`src/rtl/siso_tx_scheduler.sv`:
```
// Round-robin scheduler that shares one MSB-first serial shift path between two
// parallel-word requesters, with an optional idle gap between frames.
module siso_tx_scheduler #(
  parameter int WIDTH      = 4,
  parameter int GAP_CYCLES = 1
) (
  input  logic             clk,
  input  logic             rst,
  input  logic             req0_valid,
  input  logic [WIDTH-1:0] req0_data,
  output logic             req0_ready,
  input  logic             req1_valid,
  input  logic [WIDTH-1:0] req1_data,
  output logic             req1_ready,
  output logic             so,
  output logic             so_valid,
  output logic             sof,
  output logic             eof,
  output logic             grant_id,
  output logic             busy
);

  localparam int BW = $clog2(WIDTH);
  localparam int GW = (GAP_CYCLES > 1) ? $clog2(GAP_CYCLES) : 1;
  localparam logic [BW-1:0] BIT_LAST = BW'(WIDTH - 1);
  localparam logic [GW-1:0] GAP_LAST = (GAP_CYCLES > 0) ? GW'(GAP_CYCLES - 1) : '0;

  localparam logic [1:0] IDLE  = 2'd0;
  localparam logic [1:0] SHIFT = 2'd1;
  localparam logic [1:0] GAP   = 2'd2;

  logic [1:0]       state;
  logic [WIDTH-1:0] shreg;
  logic [BW-1:0]    bitcnt;
  logic [GW-1:0]    gapcnt;
  logic             last_grant;
  logic             owner;
  logic             grant;
  logic             take;

  // On a tie the requester that did not win last time gets the grant.
  always_comb begin
    grant = 1'b0;
    if (req0_valid && req1_valid)
      grant = ~last_grant;
    else if (req1_valid)
      grant = 1'b1;
    take       = (state == IDLE) && !rst && (req0_valid || req1_valid);
    req0_ready = take && !grant;
    req1_ready = take && grant;
  end

  always_ff @(posedge clk) begin
    if (rst) begin
      state      <= IDLE;
      shreg      <= '0;
      bitcnt     <= '0;
      gapcnt     <= '0;
      last_grant <= 1'b1;
      owner      <= 1'b0;
    end else begin
      case (state)
        IDLE: begin
          if (take) begin
            shreg      <= grant ? req1_data : req0_data;
            owner      <= grant;
            last_grant <= grant;
            bitcnt     <= '0;
            state      <= SHIFT;
          end
        end
        SHIFT: begin
          shreg <= {shreg[WIDTH-2:0], 1'b0};
          if (bitcnt == BIT_LAST) begin
            bitcnt <= '0;
            gapcnt <= '0;
            state  <= (GAP_CYCLES > 0) ? GAP : IDLE;
          end else begin
            bitcnt <= bitcnt + 1'b1;
          end
        end
        GAP: begin
          if (gapcnt == GAP_LAST)
            state <= IDLE;
          else
            gapcnt <= gapcnt + 1'b1;
        end
        default: state <= IDLE;
      endcase
    end
  end

  // Frame markers are forced low outside SHIFT so the link sees clean zeros.
  always_comb begin
    so_valid = (state == SHIFT);
    so       = so_valid && shreg[WIDTH-1];
    sof      = so_valid && (bitcnt == '0);
    eof      = so_valid && (bitcnt == BIT_LAST);
    grant_id = owner;
    busy     = (state != IDLE);
  end

endmodule
```
`config.mk`:
```
export PLATFORM = sky130hd
export DESIGN_NAME = siso_tx_scheduler
export DESIGN_NICKNAME = d
export VERILOG_FILES = /design/src/rtl/siso_tx_scheduler.sv
export SDC_FILE = /design/constraint.sdc
export NUM_CORES = 1
export LEC_CHECK = 0
export BUFFER_PORTS_ARGS = -buffer_cell sky130_fd_sc_hd__buf_2
export CORE_MARGIN = 8
export CORE_UTILIZATION = 40
export CTS_BUF_LIST = sky130_fd_sc_hd__clkbuf_4 sky130_fd_sc_hd__clkbuf_8 sky130_fd_sc_hd__clkbuf_16
export DETAILED_ROUTE_END_ITERATION = 12
export HOLD_SLACK_MARGIN = 0.12
export PLACE_DENSITY_LB_ADDON = 0.3
export SLEW_MARGIN = 20
export SYNTH_ARGS = -nofsm -noshare
export SYNTH_HDL_FRONTEND = slang
export SYNTH_SLANG_ARGS = --single-unit
export TNS_END_PERCENT = 1
```
`constraint.sdc`:
```
create_clock -name clk -period 2.3 [get_ports clk]
set_clock_uncertainty 0.2 [all_clocks]
set_input_delay 0.46 -clock clk [delete_from_list [all_inputs] [get_ports clk]]
set_output_delay 0.46 -clock clk [all_outputs]
set_load 0.02 [all_outputs]
```
Word-level counts from Yosys, hierarchy flattened
Index checks and enable logic that the tools add are counted.
{"block": "word_totals", "reg_bits": 11, "input_bits": 12, "wordCells": 50}
{"block": "op_classes", "n_addsub": 2, "eq_ne": 6, "muxes": 15, "n_bitwise": 1, "reduce_logical": 20}
{"cell": "$mux W2", "n": 5}
{"cell": "$logic_and A1 B1 Y1", "n": 8}
{"cell": "$mux W4", "n": 2}
{"cell": "$pmux W4 S2", "n": 1}
{"cell": "$pmux W2 S3", "n": 1}
{"cell": "$reduce_and A2 Y1", "n": 3}
{"cell": "$reduce_bool A2 Y1", "n": 3}
{"cell": "$eq A2 B2 Y1 const B", "n": 2}
{"cell": "$logic_not A2 Y1", "n": 2}
{"cell": "$mux W1", "n": 4}
{"cell": "$ne A2 B2 Y1 const B", "n": 2}
{"cell": "$pmux W2 S2", "n": 1}
{"cell": "$reduce_and A3 Y1", "n": 1}
{"cell": "$add A2 B1 Y2 const B", "n": 1}
{"cell": "$eq A2 B1 Y1 const B", "n": 1}
{"cell": "$logic_not A1 Y1", "n": 2}
{"cell": "$ne A2 B1 Y1 const B", "n": 1}
{"cell": "$pmux W1 S2", "n": 1}
{"cell": "$add A1 B1 Y1 const B", "n": 1}
{"cell": "$logic_or A1 B1 Y1", "n": 1}
{"cell": "$not A1 Y1", "n": 1}

Logic depth before layout (Yosys ltp)
{"block": "logic_depth", "ltp_word": 5, "mapped_depth": 5, "ltp_nobuf": 4}

Worst setup path after synthesis
OpenSTA, ideal clock, no wires.
{"block": "synth_timing", "path_type": "input-to-output", "start": "in rst", "end": "out req0_ready", "t_arrival_ns": 1.162, "required_time_ns": 1.640, "setup_slack_ns": 0.478, "path_stages": 2, "path_cell_list": "clkbuf_1 -> nor3_1"}
{"block": "synth_via", "elab_chain_len": 4}
{"item": "from (decl)", "line": "8", "text": "input logic rst,"}
{"item": "$logic_not A1 Y1", "line": "48", "text": "take = (state == IDLE) && !rst && (req0_valid || req1_valid);"}
{"item": "$logic_and A1 B1 Y1 (2 in series)", "line": "48"}
{"item": "$logic_and A1 B1 Y1", "line": "49", "text": "req0_ready = take && !grant;"}
{"item": "to (decl)", "line": "11", "text": "output logic req0_ready,"}
Every way passes these cells.

Final worst setup path
{"block": "layout_timing", "start": "reg state[0]", "end": "out req0_ready"}
{"block": "layout_via", "elab_chain_len": 4}
{"item": "from (decl)", "line": "32", "text": "logic [1:0] state;"}
{"item": "from (signal assigned)", "line": "77", "text": "state <= (GAP_CYCLES > 0) ? GAP : IDLE;"}
{"item": "$logic_not A2 Y1", "line": "48"}
{"item": "$logic_and A1 B1 Y1 (2 in series)", "line": "48"}
{"item": "$logic_and A1 B1 Y1", "line": "49"}
Every way passes these cells.

==> impl_metrics.csv <==
group,metric,value,unit
setup_path,r2r_cells,4,
setup_path,cp-end-kind,"output port",
detailed_routing,drt_wl_total,1280,µm
synthesis,syn_inst,62,
clock_network,cts_setup_buffers,0,
global_routing,grt_pass1_wl,2040,µm
synthesis,synth_area_leaders,"dfxtp_1 (38%), a32o_1 (5.7%), nor2_1 (5.7%), ha_1 (4.8%), nor2b_1 (4.8%)",
floorplanning,ios,20,
run_status,outcome,"finished clean",
place,place.gp.congestion,0.835,
setup_path,timing.rr.end,"shreg[0]",
sta,hold_viol_final,0,
global_routing,grt_antenna_before_repair,0,
clock_network,root_buffer,"clkbuf_4",
clock_network,clk_latency,0.26,ns
floorplanning,floorplan.initialDensity,41.3,%
final_layout,area_growth,28.4,%
synthesis,avgSynthCellArea,8.46,µm²
sta,setup_viol,0,
setup_path,start_kind,"register",
setup_path,regToRegStartpoint,"state[0]",
synthesis,synth_seq_cells,10,
sta,post-route-min-period,2.05,ns
setup_path,regToRegSetupSlack,0.77,ns
global_routing,grt_pass1_vias,514,
synthesis,synth_top_area_share,38.2,%
clock_network,cts.sinks,10,
synthesis,synth_top_cell_by_area,"dfxtp_1",
place,portBuffers,19,
sta,relSlewSlack,75.3,%
detailed_routing,first_iter_violations,12,
setup_path,cp_max_fo,7,
final_layout,layout.cells.non_filler,99,
synthesis,synth_fp_nets,76,
floorplanning,core,1270,µm²
final_layout,antenna_cells,0,
place,dpl_worst_slack,0.348,ns
place,place_inst,95,
clock_network,clk_pin_slew,0.06,ns
power_and_ir_drop,p_per_area,637,nW/µm²
sta,maxSlewViolCount,0,
detailed_routing,dr.pass1.iters,4,
flow_run,max-cap-violations,0,
clock_network,htreeDepth,1,
setup_path,worstPathArrival,1.39,ns
synthesis,yosysWarnings,0,
setup_path,crit_type,"register to output port",
sta,holdWs,0.234,ns
synthesis,ys_types,23,
setup_path,cp-startpoint,"state[0]",
clock_network,cts_resized,0,
detailed_routing,drc_errors,0,
final_layout,fillers,127,
detailed_routing,vias_per_cell,5.34,
clock_network,clockBufferDepth,2,
sta,setup_ws,0.252,ns
synthesis,syn_area,524,µm²
floorplanning,die_height,52.2,µm
setup_path,cp-endpoint,"req0_ready",
synthesis,ys_seq_area_share,38.2,%
sta,rsz0062_at_grt,"no",
setup_path,worstPathRequired,1.64,ns
detailed_routing,wl_per_cell,13.0,µm
sta,tightest_slew,0.367,ns
global_routing,grt_max_degree,13,
place,hpwl,1020,µm
final_layout,nets,99,
global_routing,grt_remaining_overflow,0,
sta,fin_crit_sh,89.0,%
detailed_routing,final_antenna_net_count,0,
clock_network,cts_hold_buffers,0,
sta,fmax,0.488,GHz
detailed_routing,num_vias,529,
global_routing,grtUsageTotal,9.82,%
sta,finalSetupTns,0,ns
floorplanning,die_x,52.2,µm
final_layout,drive_gt1_share,32.1,%
power_and_ir_drop,p_leak,0.000316,µW
floorplanning,placementRows,13,
power_and_ir_drop,ir_drop,0.287,mV
clock_network,cts_tree,"built",
clock_network,cts_buffers,3,
hold_path,hold_path.class,"input pin to register",
floorplanning,die_area,2720,µm²
==> through the flow <==
| stage | total power (µW) | area [µm²] | utilization, % |
|---|---|---|---|
| 3_5_place_dp | 280 | 637 | 50.2 |
| 5_1_grt | 451 | 673 | 53.1 |
| 4_1_cts | 435 | 673 | 53.1 |
| 3_3_place_gp | 278 | 637 | 50.2 |
| 6_report | 429 | 673 | 53.1 |
| 2_1_floorplan | 250 | 524 | - |
==> report_power, final <==
group | switching [µW] | internal [µW] | leakage [µW]
registers | 8.57 | 185 | 0.0000824
clock network | 57.6 | 96.0 | 0.0000210
logic | 44.0 | 37.5 | 0.000212
==> worst min-delay path by stage <==
stage / start / endpoint / slack [ns] / depth (start not counted)
2_1_floorplan: shreg[1] / shreg[1] / 0.24 / 1
3_3_place_gp: shreg[2] / shreg[2] / 0.25 / 1
3_5_place_dp: shreg[1] / shreg[1] / 0.25 / 1
4_1_cts: req1_data[0] / shreg[0] / 0.23 / 2
5_1_grt: req1_data[0] / shreg[0] / 0.24 / 2
6_report: req1_data[0] / shreg[0] / 0.23 / 2
==> layer usage <==
metal / GRT usage, % / share of wire (%)
met4: 6.47 / 1.5
met1: 10.0 / 42
met2: 16.4 / 48
met5: 0 / 0
met3: 3.69 / 8.2
==> synthesized netlist by cell type, drive strengths merged <==
master  number
a21oi        2
inv          4
clkbuf       1
nor2b        5
a221o        1
a22oi        2
or2          1
dfxtp       10
nor2         8
and2         3
a211o        1
o21ai        5
a211oi       1
buf          1
nor3         3
nor4b        1
or2b         3
a32o         3
nand2        4
a21boi       1
ha           2
==> cell type report <==
| cell class | count | area, µm² | area share [%] |
|---|---|---|---|
| clock buffer | 4 | 36.3 | 5.39 |
| inverter | 4 | 15.0 | 2.23 |
| multi-input combinational | 46 | 300 | 44.6 |
| sequential | 10 | 200 | 29.7 |
| tap | 15 | 18.8 | 2.79 |
| timing repair buffer | 20 | 103 | 15.2 |
==> sequential cells by signal, indices dropped and copies added, names as in the netlist <==
signal and count:
bitcnt 2, last_grant 1, shreg 4, state 2
grant_id 1
==> kinds of logic (layout without fill, tap and decap cells) <==
logic type / count (synthesis) / after routing / synth area share [%]
and+or+nand+nor: 28 / 28 / 30.1
DFF: 10 / 10 / 38.2
adders and majority gates: 2 / 2 / 4.77
AOI/OAI and AO/OA: 16 / 16 / 22.4
buffers and inverters: 6 / 28 / 4.53
==> worst max-delay path, stage by stage, from the launching register on <==
cell	delay [ns]
dfxtp_1	0.36
nor2_1	0.25
nand2_1	0.16
nor3_1	0.17
buf_2	0.18
==> placed cells by master, fill, tap and decap left out, drive strengths merged <==
| master | instances |
|---|---|
| a211o | 1 |
| a211oi | 1 |
| a21boi | 1 |
| a21oi | 2 |
| a221o | 1 |
| a22oi | 2 |
| a32o | 3 |
| and2 | 3 |
| buf | 20 |
| clkbuf | 4 |
| dfxtp | 10 |
| ha | 2 |
| inv | 4 |
| nand2 | 4 |
| nor2 | 8 |
| nor2b | 5 |
| nor3 | 3 |
| nor4b | 1 |
| o21ai | 5 |
| or2 | 1 |
| or2b | 3 |
No activity file was read; power rests on OpenSTA's default activity.
